==> src/rtl/wrr_packet_arbiter_if.sv <==
// Request/grant bundle between the input ports and one output-port arbiter.
// The arbiter (slave) samples requests/tails/weights and drives the grant signals.
interface wrr_packet_arbiter_if #(
  parameter int INPORT   = 5,
  parameter int WEIGHT_W = 3
);
  localparam int IDW = $clog2(INPORT);

  logic                       off_sig;
  logic [0:INPORT-1]          requests;
  logic [0:INPORT-1]          tails;
  logic [INPORT*WEIGHT_W-1:0] weights;
  logic [0:INPORT-1]          grants_out;
  logic                       grant_valid;
  logic [IDW-1:0]             grant_id;
  logic                       locked;

  modport slave (
    input  off_sig, requests, tails, weights,
    output grants_out, grant_valid, grant_id, locked
  );

  modport master (
    output off_sig, requests, tails, weights,
    input  grants_out, grant_valid, grant_id, locked
  );
endinterface

==> src/rtl/wrr_packet_arbiter.sv <==
// Weighted round-robin switch-allocation arbiter with packet locking.
// Define WRR_PKT_LOCK_EN to honour tails; otherwise every transfer is a tail (flit-level WRR).
module wrr_packet_arbiter #(
  parameter int INPORT   = 5,
  parameter int WEIGHT_W = 3
) (
  input  logic                clk,
  input  logic                rst,
  wrr_packet_arbiter_if.slave bus
);
  localparam int IDW = $clog2(INPORT);

  typedef enum logic {IDLE, LOCKED} state_t;

  state_t              r_state, w_state_n;
  logic [IDW-1:0]      r_owner, w_owner_n;
  logic [IDW-1:0]      r_ptr, w_ptr_n, w_ptr_cand;
  logic [WEIGHT_W-1:0] r_credit, w_credit_n, w_sel_credit;
  logic [IDW-1:0]      w_win, w_sel, w_idx;
  logic [IDW:0]        w_sum;
  logic                w_found, w_gv, w_tail;
  logic [0:INPORT-1]   w_grants;
  logic [WEIGHT_W-1:0] w_wt [INPORT];

  for (genvar p = 0; p < INPORT; p++) begin : g_wt
    assign w_wt[p] = bus.weights[p*WEIGHT_W +: WEIGHT_W];
  end

  // First requester at or after r_ptr, wrapping modulo INPORT.
  always_comb begin
    w_found = 1'b0;
    w_win   = '0;
    w_sum   = '0;
    w_idx   = '0;
    for (int unsigned k = 0; k < INPORT; k++) begin
      w_sum = {1'b0, r_ptr} + (IDW+1)'(k);
      if (w_sum >= (IDW+1)'(INPORT)) w_sum = w_sum - (IDW+1)'(INPORT);
      w_idx = w_sum[IDW-1:0];
      if (!w_found && bus.requests[w_idx]) begin
        w_found = 1'b1;
        w_win   = w_idx;
      end
    end
  end

`ifdef WRR_PKT_LOCK_EN
  assign w_tail = bus.tails[w_sel];
`else
  assign w_tail = 1'b1;
`endif

  always_comb begin
    w_sel        = r_owner;
    w_sel_credit = r_credit;
    w_ptr_cand   = r_ptr;
    w_gv         = 1'b0;
    w_grants     = '0;
    w_state_n    = r_state;
    w_owner_n    = r_owner;
    w_credit_n   = r_credit;
    w_ptr_n      = r_ptr;

    case (r_state)
      IDLE: begin
        if ((r_credit != '0) && bus.requests[r_owner]) begin
          w_gv = 1'b1;
        end else if (w_found) begin
          w_gv         = 1'b1;
          w_sel        = w_win;
          w_sel_credit = (w_wt[w_win] == '0) ? WEIGHT_W'(1) : w_wt[w_win];
          w_ptr_cand   = (w_win == IDW'(INPORT-1)) ? '0 : w_win + 1'b1;
        end
      end
      LOCKED: w_gv = bus.requests[r_owner];
      default: w_gv = 1'b0;
    endcase

    if (bus.off_sig) w_gv = 1'b0;

    // Credit is loaded on a fresh win and consumed only when the tail transfers.
    if (w_gv) begin
      w_grants[w_sel] = 1'b1;
      w_owner_n       = w_sel;
      w_ptr_n         = w_ptr_cand;
      if (w_tail) begin
        w_credit_n = w_sel_credit - 1'b1;
        w_state_n  = IDLE;
      end else begin
        w_credit_n = w_sel_credit;
        w_state_n  = LOCKED;
      end
    end
  end

  always_ff @(posedge clk) begin
    if (rst) begin
      r_state  <= IDLE;
      r_owner  <= '0;
      r_credit <= '0;
      r_ptr    <= '0;
    end else begin
      r_state  <= w_state_n;
      r_owner  <= w_owner_n;
      r_credit <= w_credit_n;
      r_ptr    <= w_ptr_n;
    end
  end

  assign bus.grants_out  = w_grants;
  assign bus.grant_valid = w_gv;
  assign bus.grant_id    = w_gv ? w_sel : '0;
`ifdef WRR_PKT_LOCK_EN
  assign bus.locked      = (r_state == LOCKED);
`else
  assign bus.locked      = 1'b0;
`endif

endmodule

==> src/flat_wrapper.sv <==
// flat-port wrapper written by rule: the top's interface ports become plain ports
module wrr_packet_arbiter_flat 
#(
  parameter int INPORT   = 5,
  parameter int WEIGHT_W = 3
)
  (clk, rst, bus_off_sig, bus_requests, bus_tails, bus_weights, bus_grants_out, bus_grant_valid, bus_grant_id, bus_locked);
  wrr_packet_arbiter_if #(.INPORT(INPORT), .WEIGHT_W(WEIGHT_W)) bus_i ();
  input  logic clk;
  input  logic rst;
  input wire logic [$bits(bus_i.off_sig)-1:0] bus_off_sig;
  input wire logic [$bits(bus_i.requests)-1:0] bus_requests;
  input wire logic [$bits(bus_i.tails)-1:0] bus_tails;
  input wire logic [$bits(bus_i.weights)-1:0] bus_weights;
  output wire logic [$bits(bus_i.grants_out)-1:0] bus_grants_out;
  output wire logic [$bits(bus_i.grant_valid)-1:0] bus_grant_valid;
  output wire logic [$bits(bus_i.grant_id)-1:0] bus_grant_id;
  output wire logic [$bits(bus_i.locked)-1:0] bus_locked;
  assign bus_i.off_sig = bus_off_sig;
  assign bus_i.requests = bus_requests;
  assign bus_i.tails = bus_tails;
  assign bus_i.weights = bus_weights;
  assign bus_grants_out = bus_i.grants_out;
  assign bus_grant_valid = bus_i.grant_valid;
  assign bus_grant_id = bus_i.grant_id;
  assign bus_locked = bus_i.locked;
  wrr_packet_arbiter #(.INPORT(INPORT), .WEIGHT_W(WEIGHT_W)) u_core (.clk(clk), .rst(rst), .bus(bus_i));
endmodule
==> config.mk <==
export PLATFORM = sky130hd
export DESIGN_NAME = wrr_packet_arbiter_flat
export DESIGN_NICKNAME = d
export VERILOG_FILES = /design/src/rtl/wrr_packet_arbiter_if.sv /design/src/rtl/wrr_packet_arbiter.sv /design/src/flat_wrapper.sv
export SDC_FILE = /design/constraint.sdc
export NUM_CORES = 1
export LEC_CHECK = 0
export BUFFER_PORTS_ARGS = -buffer_cell sky130_fd_sc_hd__buf_4
export CAP_MARGIN = 20
export CORE_ASPECT_RATIO = 0.8
export CORE_UTILIZATION = 58
export DETAILED_ROUTE_END_ITERATION = 10
export PLACE_DENSITY_LB_ADDON = 0.2
export REMOVE_ABC_BUFFERS = 1
export SETUP_SLACK_MARGIN = 0.05
export SYNTH_ARGS = -nofsm -noshare
export SYNTH_HDL_FRONTEND = slang
export SYNTH_SLANG_ARGS = --single-unit
export TNS_END_PERCENT = 5
==> constraint.sdc <==
create_clock -name clk -period 5 [get_ports clk]
set_input_delay 0 -clock clk [delete_from_list [all_inputs] [get_ports clk]]
set_output_delay 0 -clock clk [all_outputs]
set_load 0.02 [all_outputs]
After elaboration in Yosys (flattened, before gate mapping)
Index checks and enable logic that the tools add are counted.
Widths: inputs -> output; s select.
{"block": "totals", "out_inout_bits": 10, "word_cells": 100, "regBits": 9, "input_bits": 28}
{"block": "op_classes", "add_sub_neg": 11, "n_mux": 49, "n_bitwise": 9, "order_cmp": 14, "reduce_logical": 13, "eq_ne": 1}
{"cell": "$mux 3", "n": 19}
{"cell": "$ge 4x4->1 const B", "n": 8}
{"cell": "$not 3->4", "n": 8}
{"cell": "$mux 1", "n": 21}
{"cell": "$bmux 1 s3", "n": 6}
{"cell": "$ge 4x3->1 const B", "n": 4}
{"cell": "$sub 3x3->3 const B", "n": 5}
{"cell": "$bmux 3 s3", "n": 1}
{"cell": "$add 3x2->4 const B", "n": 2}
{"cell": "$logic_and 1x1->1", "n": 6}
{"cell": "$mux 5", "n": 1}
{"cell": "$add 3x1->4 const B", "n": 1}
{"cell": "$add 3x3->4 const B", "n": 1}
{"cell": "$logic_not 1->1", "n": 4}
{"cell": "$lt 4x1->1 const B", "n": 1}
{"cell": "$add 3x1->3 const B", "n": 1}
{"cell": "$demux 1 s3", "n": 1}
{"cell": "$eq 3x3->1 const B", "n": 1}
{"cell": "$ge 3x3->1 const B", "n": 1}
{"cell": "$logic_not 3->1", "n": 1}
{"cell": "$reduce_and 3->1", "n": 1}
{"cell": "$reduce_bool 3->1", "n": 1}
{"cell": "$sub 3x1->3 const B", "n": 1}
{"cell": "$not 1->1", "n": 1}

Logic depth before layout (Yosys ltp)
Gate-level depths: netlist (run 1).
{"block": "depth", "ltp_word": 28, "ltp_mapped": 23, "depth_no_buf": 21}

Worst setup path after synthesis (run 1)
OpenSTA, ideal clock, no wires.
{"block": "synth_timing", "kind": "register -> register", "from": "reg u_core.r_ptr[1]", "to": "reg u_core.r_credit[2]", "required_time_ps": 4925, "path_stages_with_launch": 19, "path_buffers": 1, "setup_slack_ps": 706, "arrival_time_ps": 4219, "setup_ps": 75, "synth_period_minus_slack_ps": 4294, "path_cell_list": "dfxtp_1 clkbuf_1 inv_1 ha_1 a221oi_4 mux2_2 nand2_4 nand3_1 o211a_1 or3_1 and2_4 o2111ai_1 a22oi_1 o31ai_1 ha_1 inv_1 o41ai_1 a31oi_1 a31oi_1"}
{"block": "synth_between", "elab_chain_cells": 28, "elab_cells_between_ends": 69, "classes_between": "10 x add/sub; 5 x order compare; 39 x mux; 6 x bitwise; 9 x reduce/logical"}
{"item": "start: declaration", "line_no": "wrr_packet_arbiter.sv:17", "text": "logic [IDW-1:0] r_ptr, w_ptr_n, w_ptr_cand;"}
{"item": "start signal: assignment", "line_no": "wrr_packet_arbiter.sv:105", "text": "r_ptr <= w_ptr_n;"}
{"item": "parallel branches: the longest is 28 deep, another holds $add 3x1->4"}
{"item": "end signal: assignment", "line_no": "wrr_packet_arbiter.sv:104", "text": "r_credit <= w_credit_n;"}
{"item": "end: declaration", "line_no": "wrr_packet_arbiter.sv:18", "text": "logic [WEIGHT_W-1:0] r_credit, w_credit_n, w_sel_credit;"}
Several ways; the timed one is not identified. The select of a mux whose other input is x is not followed.
A chain may end at the register's enable or synchronous reset.

Final worst setup path (run 1)
{"block": "layout_timing", "from": "reg u_core.r_ptr[0]", "to": "reg u_core.r_credit[2]"}
Same word-level chain as after synthesis.

==> results of run 1 <==
Yosys cell counts (all sizes together) (3+ instances only):
cell      n
inv      21
nand2    21
o21ai    17
nor2     16
buf      14
mux2i    13
nand2b   13
nor2b    12
a21oi    11
ha       11
nand3    10
dfxtp     9
nor3      9
a211oi    8
nor3b     8
o2111ai   8
and3b     6
and2      5
clkbuf    5
nor4      5
o22ai     5
o31ai     5
a2111oi   4
a21boi    4
o211ai    4
o21a      4
a211o     3
a21o      3
a221oi    3
a32oi     3
and3      3
mux4      3
nand3b    3
layer usage:
metal / GRT usage, % / up-vias / wire [um]
met4: 3.641 / 0 / 72
met2: 44.18 / 122 / 2785
met5: 0 / - / 0
li1: - / 1249 / -
met1: 49.22 / 1198 / 3283
met3: 4.281 / 10 / 503
cells by family after synthesis:
| family | after synthesis |
|---|---|
| mux | 18 |
| fa+ha+maj | 12 |
| flops | 9 |
| other cells | 1 |
| buf+inv | 40 |
| compound gates | 106 |
| xor+xnor | 2 |
| simple gates | 120 |
placed cells by master, fill, tap and decap left out, types with 7 or more instances in the layout:
master     n
nand3_1   10
mux2i_1   13
nor3b_1    7
nor3_1     9
nand2_1   20
nand2b_1  13
nor2b_1   12
ha_1      11
o21ai_0   13
a21oi_1    9
dfxtp_1    7
buf_4     39
inv_1     19
nor2_1    14
flip-flops by register name (all words and copies together), names as in the netlist:
name             flops
u_core.r_credit      3
u_core.r_owner       3
u_core.r_ptr         3
through the flow:
| stage | setup WS, ns | instances | util, % | area, um2 |
|---|---|---|---|---|
| global route | 0.05115 | 387 | 69.09 | 2645 |
| finish | 0.3207 | 387 | 69.09 | 2645 |
| CTS | 0.2973 | 384 | 68.17 | 2610 |
| detailed placement | 0.3142 | 380 | 66.99 | 2565 |
| floorplan | 0.1780 | 289 | - | 2226 |
| global placement | 0.3559 | 380 | 66.99 | 2565 |
what timing repair did:
item                       4_1_cts  5_1_grt
setup endpoints to repair        0        1
hold buffers                     0        0
gates resized for setup          0        4
setup buffers                    0        2
hold endpoints to repair         0        0
how the worst max path moves through the flow:
stage	end	slack (ns)	cells after the start
after global routing	u_core.r_credit[2]	0.05	19
after floorplan	u_core.r_credit[2]	0.18	17
final	u_core.r_credit[2]	0.32	18
after CTS	u_core.r_credit[2]	0.30	18
after detailed placement	u_core.r_credit[2]	0.31	16
after global placement	u_core.r_credit[2]	0.36	16
final cells by class:
cell class              instances  area share (%)
inverters                      21           2.980
repair buffers                 39           11.07
well taps                      55           2.602
clock buffers                   4           1.703
flip-flops and latches          9           6.906
multi-input cells             259           74.74
critical path: stages, from the launching register on:
cell	delay (ns)
dfxtp_1	0.37
inv_2	0.16
ha_1	0.19
inv_1	0.05
fa_1	0.47
or4_1	0.54
nand3_1	0.10
o31a_1	0.30
nor3b_4	0.38
o21ai_0	0.20
and2_4	0.22
o2111ai_1	0.30
a22oi_1	0.16
o31ai_1	0.33
ha_1	0.22
inv_1	0.06
o41ai_1	0.30
a31oi_1	0.07
a31oi_1	0.17
==> metrics.txt, run 1 <==
vias per cell=6.664; reg2reg path depth=18; hold path depth=2; Worst R2R Setup Slack=0.32 ns; vias in the first global route=2,147; Slew Viols, Final=0; CTS H-tree depth=1; Worst slew margin=60.06%; Sink Count=9; routed len/inst=17.17 um; floorplan row count=20; largest area contributor in the netlist=dfxtp_1; Starting Density=61.18%; Synth area leaders=dfxtp_1 (7.7%), ha_1 (5.9%), mux2i_1 (5.6%); beginning of the critical path=u_core.r_ptr[0]; DR DRC count=0; post-detail-place hpwl=4.955 mm; number of max-cap violations=0; CP arrival=4.85 ns; # IOs=38; CTS root buf=clkbuf_8; HP Class=in -> reg; First DRT Iteration DRCs=243; Fin. Hold Viols=0; worst-margin pin slew=0.5973 ns; IO buf count=31; Overflow after GRT=0; worst hold start=rst; hold slack=0.02138 ns; largest family of logic cells by synthesized area=compound AO/OA/AOI/OAI gates; CTS tree=built; 1st-pass router iterations=5; Routed Antenna Nets=0; max frequency=213.7 MHz; die width=73.05 um; Yosys cell types=76; Hold Path End=u_core.r_owner[1]; footprint of the multi-input gates=0.001977 mm2; setup tns final=0 ns; RSZ-0062 raised after global routing=false; Seq/Total Area, Yosys=7.692%; status=complete, no violations; Tot GR Track Use=30.86%; Worst setup SP type=flip-flop; FFs w/ async S/R, synth=0%; diode count=0; Post-synth top flop=dfxtp_1; Finish-stage setup viols=0; largest net degree at the start of global routing=41; GPL Wtd Cong=0.9617; layout cells sized above 1=20.48%; core area=0.003829 mm2; Worst R2R Start=u_core.r_ptr[0]; die area=0.004298 mm2; vias=2,579; Post-Syn Instances=308; Post-synth EDFFs=0; Clk Latency, worst-skew pair=0.24 ns; Register Area=182.7 um2; clock slew at reported path FFs=0.05 ns; Area Overhead vs Synth=12.93%; Filler cells=349; CTS buffer count=3; post-synthesis compound-gate area fraction=36.27%; Final Critical Period=4.679 ns; mux cell area share after synthesis=9.402%; area share of and/or/nand/nor cells after synthesis=30.66%; Yosys reg bits=9; die height=58.84 um; Setup CP Type=reg -> reg; required time at the worst-slack endpoint=5.17 ns; Synth Warn #=0; Synth Area in XOR/XNOR=0.7479%; final WL=6.644 mm; crit path capture type=flip-flop; first-pass GRT wire length=10.35 mm; final net count=373; CP max FO=8; FF-to-FF End=u_core.r_credit[2]; Synth Area in Adders=6.731%; Avg Cell Area, Syn=7.605 um2; Mapped Area=0.002342 mm2; initial antenna violation count=0; post-synth top area share=7.692%; Clock Tree Buf Depth=2; Tcrit/Tclk final=93.59%; clk_skew=0.001036 ns
Power of run 1 is left out: the tool's default activity adds up to more than one toggle a clock period on the data nets, which glitch-free logic cannot reach.
==> inputs of run 2 (changes only) <==
ABC_AREA = 1   (was not set)
CORE_UTILIZATION = 57   (was 58)
==> run 2 against run 1 <==
Flip-flop and latch count unchanged. Final cell count up 5.9%. Synthesized area down 17%. Critical path depth up 9. Critical path type unchanged. Critical endpoint is now u_core.r_credit[1]. Non-clock buffer count down 7. Synthesized cell count up 9.4%. Register-to-register slack better by 0.58 ns. Worst hold slack worse by 0.011 ns.
==> metrics.txt, run 2 <==
commonest cells in the netlist=nand2_1 (97), nand3_1 (60), inv_1 (46), nor2_1 (17), a21oi_1 (12); post-detail-place hpwl=4.068 mm (-18%); Sink Count=9 (unchanged); Tot GR Track Use=29.57% (-1.3 points); clock slew at reported path FFs=0.05 ns (about the same); Yosys cell types=39 (-49%); crit path capture type=flip-flop; CP max-delay cell=o21ai_0; first-pass GRT wire length=8.197 mm (-21%); Worst setup SP type=flip-flop; number of max-cap violations=0 (unchanged); vias per cell=5.488 (-18%); Clock Tree Buf Depth=2 (unchanged); Post-Syn Instances=337 (+9.4%); Fin. Hold Viols=0 (unchanged); First DRT Iteration DRCs=127 (-48%); final net count=411 (+10%); floorplan row count=18 (-10%); Crit path largest cell delay=0.39 ns (-0.15 ns); Synth Warn #=0 (unchanged); 1st-pass router iterations=5 (unchanged); CP arrival=4.26 ns (-0.59 ns); setup tns final=0 ns (unchanged); RSZ-0062 raised after global routing=false; clk_skew=0.005461 ns (+0.004425 ns); Routed Antenna Nets=0 (unchanged); Filler cells=316 (-9.5%); HP Class=in -> reg; Starting Density=61.39% (+0.21 points); Avg Cell Area, Syn=5.744 um2 (-24%); Synth area leaders=nand2_1 (19%), nand3_1 (16%), dfxtp_1 (9.3%); Setup CP Type=reg -> reg; worst path bufs/invs=9 (+6); DR DRC count=0 (unchanged); Slew Viols, Final=0 (unchanged); initial antenna violation count=0 (unchanged); CP max FO=16 (+8); Overflow after GRT=0 (unchanged); Yosys reg bits=9 (unchanged); core area=0.003153 mm2 (-18%); Worst R2R Setup Slack=0.90 ns (+0.58 ns); Post-synth top flop=dfxtp_1; Clk Latency, worst-skew pair=0.23 ns (about the same); vias in the first global route=1,847 (-14%); CTS Hold Bufs=0 (unchanged); commonest cells after routing, fill and taps aside=nand2_1 (97), nand3_1 (60), inv_1 (46), buf_4 (32), nor2_1 (17); required time at the worst-slack endpoint=5.15 ns (-0.02 ns); Finish-stage setup viols=0 (unchanged); post-synth top area share=18.81% (+11 points); Resized Gates After CTS=0 (unchanged); most frequent CP cell=nand2_1; largest registers=u_core.r_credit (3), u_core.r_owner (3), u_core.r_ptr (3); GPL Wtd Cong=0.8889 (-7.6%); FFs w/ async S/R, synth=0% (unchanged); Seq/Total Area, Yosys=9.308% (+1.6 points); CTS tree=built; die area=0.003634 mm2 (-15%); cell with the most instances after synthesis=nand2_1; CTS buffer count=3 (unchanged); IO buf count=31 (unchanged); post-CTS setup buffer count=0 (unchanged); CP delay by family, top=simple AND/OR/NAND/NOR gates; diode count=0 (unchanged); max frequency=243.7 MHz (+14%); Worst slew margin=67.14% (+7.1 points); Tcrit/Tclk final=82.07% (-12 points); final WL=4.987 mm (-25%); layout cells sized above 1=22.97% (+2.5 points); Final Critical Period=4.104 ns (-0.5758 ns); largest net degree at the start of global routing=17 (-59%); vias=2,250 (-13%); Mapped Area=0.001936 mm2 (-17%); routed len/inst=12.16 um (-29%); die width=67.15 um (-8.1%); CTS root buf=clkbuf_8; Post-synth EDFFs=0 (unchanged); CTS H-tree depth=1 (unchanged); worst-margin pin slew=0.4877 ns (-0.1096 ns); commonest non-fill, non-tap cell in the layout=nand2_1; largest area contributor in the netlist=nand2_1; die height=54.12 um (-8.0%); # IOs=38 (unchanged); Area Overhead vs Synth=16.16%; status=complete, no violations
## run 2: cell types whose count changed after synthesis, sizes merged, moves of 7 or more
cell     before  now
nand2        21  113
nand3        10   67
inv          21   56
mux2i        13    0
nand2b       13    0
nor2b        12    0
buf          14    3
nor3b         8    0
o2111ai       8    0
nand4         2    9
nor3          9    2
## run 2: layout make-up
class	count	area, um2	area share (%)
sequential	9	180.2	8.013
clock buffer	4	45.04	2.003
timing repair buffer	32	240.2	10.68
tap	40	50.05	2.226
inverter	57	216.5	9.627
multi-input combinational	268	1516	67.45
## run 2: path summary, 6_finish.rpt
kind                            cells after the start            endpoint                from
worst min-delay path                                2     u_core.r_ptr[2]                 rst
worst max register to register                     27  u_core.r_credit[1]     u_core.r_ptr[0]
worst min register to register                      2  u_core.r_credit[1]  u_core.r_credit[1]
worst max-delay path                               27  u_core.r_credit[1]     u_core.r_ptr[0]
## run 2: worst reg2reg max path: stages, from the launching register on
cell and delay [ns]:
dfxtp_1 0.29, buf_4 0.20, inv_2 0.19, ha_1 0.20, inv_1 0.05, fa_1 0.35, inv_1 0.12, nand2_1 0.13
o21ai_0 0.39, inv_1 0.11, nand3_1 0.10, nand2_1 0.05, nand2_1 0.06, nand2_2 0.08, nor3_2 0.24, nand2_1 0.08
nor2_1 0.21, inv_2 0.05, nand2_2 0.12, inv_2 0.10, nand2_1 0.09, clkinv_1 0.05, nand2_1 0.06, inv_1 0.04
nand2_1 0.09, nand2_1 0.07, ha_1 0.29, a211oi_1 0.21
## run 2: layer usage
metal	vias up	share of wire, %	track usage, %
li1	1161	-	-
met1	998	49	44.90
met2	87	42	45.17
met3	4	8.1	2.966
met4	0	0.24	3.901
met5	-	0	0
## run 2: logic make-up after synthesis
logic type                 after synthesis  share of synthesized area [%]
and+or+nand+nor                        215                          56.04
buffers and inverters                   60                          12.35
AOI/OAI and AO/OA                       38                          13.06
adders and majority gates               12                          8.145
DFF                                      9                          9.308
xor gates and xnor gates                 2                         0.9051
other                                    1                         0.1937
## run 2: per-stage QoR
| stage | util (%) | setup WS [ns] | instance area, um2 | hold WS, ns | cells |
|---|---|---|---|---|---|
| after floorplan | - | 1.371 | 1913 | 0.06907 | 334 |
| after detailed placement | 69.88 | 0.9461 | 2203 | 0.2487 | 406 |
| after global placement | 69.88 | 1.002 | 2203 | 0.2397 | 406 |
| after global routing | 71.31 | 0.5828 | 2248 | 0.01402 | 410 |
| after CTS | 71.31 | 0.9325 | 2248 | 0.006107 | 410 |
| final | 71.31 | 0.8964 | 2248 | 0.01040 | 410 |
Power of run 2 is left out for the same reason.
==> inputs of run 3 (changes only) <==
ABC_AREA = 0   (was 1)
CORE_UTILIZATION = 58   (was 57)
clock period = 4.3 ns   (was 5 ns; I/O delays follow)
==> run 3 against run 2 <==
The flow now finishes with violations (negative setup slack). Via count is 27% higher. Critical path depth is 9 lower. First-iteration DRC count grew to 2.9 times the previous value. Final cell count is 2.9% higher. Clock skew is 0.0016 ns lower. Count of clock-buffer cells in the layout is 1 lower. Sequential share of layout area is 2.0 points lower. Critical path type unchanged. Non-clock buffer count is 42 higher. Worst hold slack better by 0.018 ns.
==> metrics.txt, run 3 (synthesis results as in run 1) <==
IO buf count=31 (unchanged); commonest cells after routing, fill and taps aside=buf_4 (74), nand2_1 (19), inv_1 (16), nor2_1 (14), nand2b_1 (13); CP arrival=4.68 ns (+0.42 ns); HP Class=in -> reg; die area=0.004298 mm2 (+18%); Setup CP Type=reg -> reg; largest registers=u_core.r_credit (3), u_core.r_owner (3), u_core.r_ptr (3); post-route cell area=0.003134 mm2 (+39%); 1st-pass router iterations=5 (unchanged); max frequency=221.2 MHz (-9.2%); Clk Latency, worst-skew pair=0.24 ns (about the same); Fin. Hold Viols=0 (unchanged); post-detail-place hpwl=5.341 mm (+31%); Overflow after GRT=0 (unchanged); final WL=8.133 mm (+63%); vias=2,866 (+27%); failing checks=negative setup slack; most frequent CP cell=a31oi_1; CP delay by family, top=compound AO/OA/AOI/OAI gates; CP max FO=5 (-11); initial antenna violation count=0 (unchanged); clk_skew=0.003833 ns (-0.001628 ns); First DRT Iteration DRCs=364 (+190%); Tot GR Track Use=35.81% (+6.2 points); routed len/inst=19.27 um (+58%); Area Overhead vs Synth=33.81%; CP max-delay cell=a2111oi_1; CTS H-tree depth=1 (unchanged); number of max-cap violations=0 (unchanged); RSZ-0062 raised after global routing=true; # IOs=38 (unchanged); Clock Tree Buf Depth=2 (unchanged); CTS tree=built; required time at the worst-slack endpoint=4.46 ns (-0.69 ns); core area=0.003829 mm2 (+21%); placed inst area=0.002768 mm2 (+26%); CTS buffer count=3 (unchanged); worst-margin pin slew=0.6672 ns (+0.1794 ns); setup tns final=-0.2206 ns (-0.2206 ns); clock slew at reported path FFs=0.05 ns (about the same); GPL Wtd Cong=0.9475 (+6.6%); crit path capture type=flip-flop; CTS root buf=clkbuf_8; Worst setup SP type=flip-flop; Slew Viols, Final=0 (unchanged); diode count=0 (unchanged); floorplan row count=20 (+2); Worst slew margin=55.26% (-12 points); Sink Count=9 (unchanged); worst hold start=rst; Final Critical Period=4.521 ns (+0.4170 ns); fin worst setup slack=-0.2206 ns (-1.117 ns); commonest non-fill, non-tap cell in the layout=buf_4; worst path bufs/invs=3 (-6); layout cells sized above 1=38.96% (+16 points); status=complete, but fails checks; die height=58.84 um (+8.7%); Starting Density=61.18% (-0.21 points); DR DRC count=0 (unchanged); Finish-stage setup viols=1 (+1); Worst R2R Start=u_core.r_ptr[1]; first-pass GRT wire length=12.03 mm (+47%); critical path cell sequence=inv_1 > ha_1 > a21o_1 > a21oi_4 > mux2i_1 > a221o_1 > o211ai_1 > buf_4 > a2111oi_1 > a311oi_1 > a32oi_2 > a22oi_2 > o31ai_2 > ha_2 > inv_2 > o41ai_2 > a31oi_1 > a31oi_1; Routed Antenna Nets=0 (unchanged); Tcrit/Tclk final=105.1% (+23 points); Crit path largest cell delay=0.51 ns (+0.12 ns); final net count=408 (-0.73%); CTS Hold Bufs=0 (unchanged); die width=73.05 um (+8.8%); beginning of the critical path=u_core.r_ptr[1]; largest net degree at the start of global routing=24 (+7); vias per cell=6.791 (+24%); vias in the first global route=2,472 (+34%)
run 3: changes by cell type in the layout (fill, tap and decap cells not counted), moves of 6 or more:
cell / change
nand2_1: -78
nand3_1: -51
buf_4: +42
inv_1: -30
nand2b_1: +13
mux2i_1: +11
nand2_2: -10
nor2b_1: +10
nor3_1: +7
nor3b_1: +7
and3b_1: +6
ha_1: -6
nand3_2: -6
run 3: stage by stage:
stage,instances,util (%),hold slack [ns],setup slack (ns)
floorplan,289,-,0.06465,-0.5220
global placement,407,72.29,0.2641,0.01445
detailed placement,407,72.29,0.2661,-0.1162
CTS,415,76.99,0.01713,0.05392
global route,422,81.86,0.02088,-0.3206
finish,422,81.86,0.02809,-0.2206
run 3: area by class of cell:
class	count	area, um2
timing repair buffer	74	555.5
sequential	9	188.9
inverter	21	81.33
clock inverter	1	5.005
multi-input combinational	259	2193
fill	258	694.4
tap	55	68.82
clock buffer	3	41.29
run 3: what timing repair did:
action,in CTS,in global routing
setup buffers,4,6
gates resized for setup,25,35
endpoints found under the setup margin,1,2
hold endpoints to repair,0,0
pin swaps,7,21
run 3: worst reg2reg max path: cells and delay by family (launching register included):
| family | cells | cell delay, ns |
|---|---|---|
| flops | 1 | 0.39 |
| buf+inv | 3 | 0.38 |
| compound gates | 12 | 2.80 |
| fa+ha+maj | 2 | 0.55 |
| mux | 1 | 0.31 |
run 3: final timing paths:
kind / end / slack (ns) / cells after the start
hold / removal: u_core.r_owner[1] / 0.03 / 2
setup reg to reg: u_core.r_credit[2] / -0.22 / 18
hold reg to reg: u_core.r_credit[1] / 0.55 / 2
setup / recovery: u_core.r_credit[2] / -0.22 / 18
run 3: routing by layer:
| layer | vias to the layer above | global-route usage, % | part of all wire, % |
|---|---|---|---|
| met5 | - | 0 | 0 |
| met4 | 0 | 7.003 | 2.1 |
| met3 | 22 | 4.795 | 9.2 |
| met2 | 202 | 55.69 | 45 |
| met1 | 1336 | 52.89 | 43 |
| li1 | 1306 | - | - |
Power of run 3 is left out for the same reason.
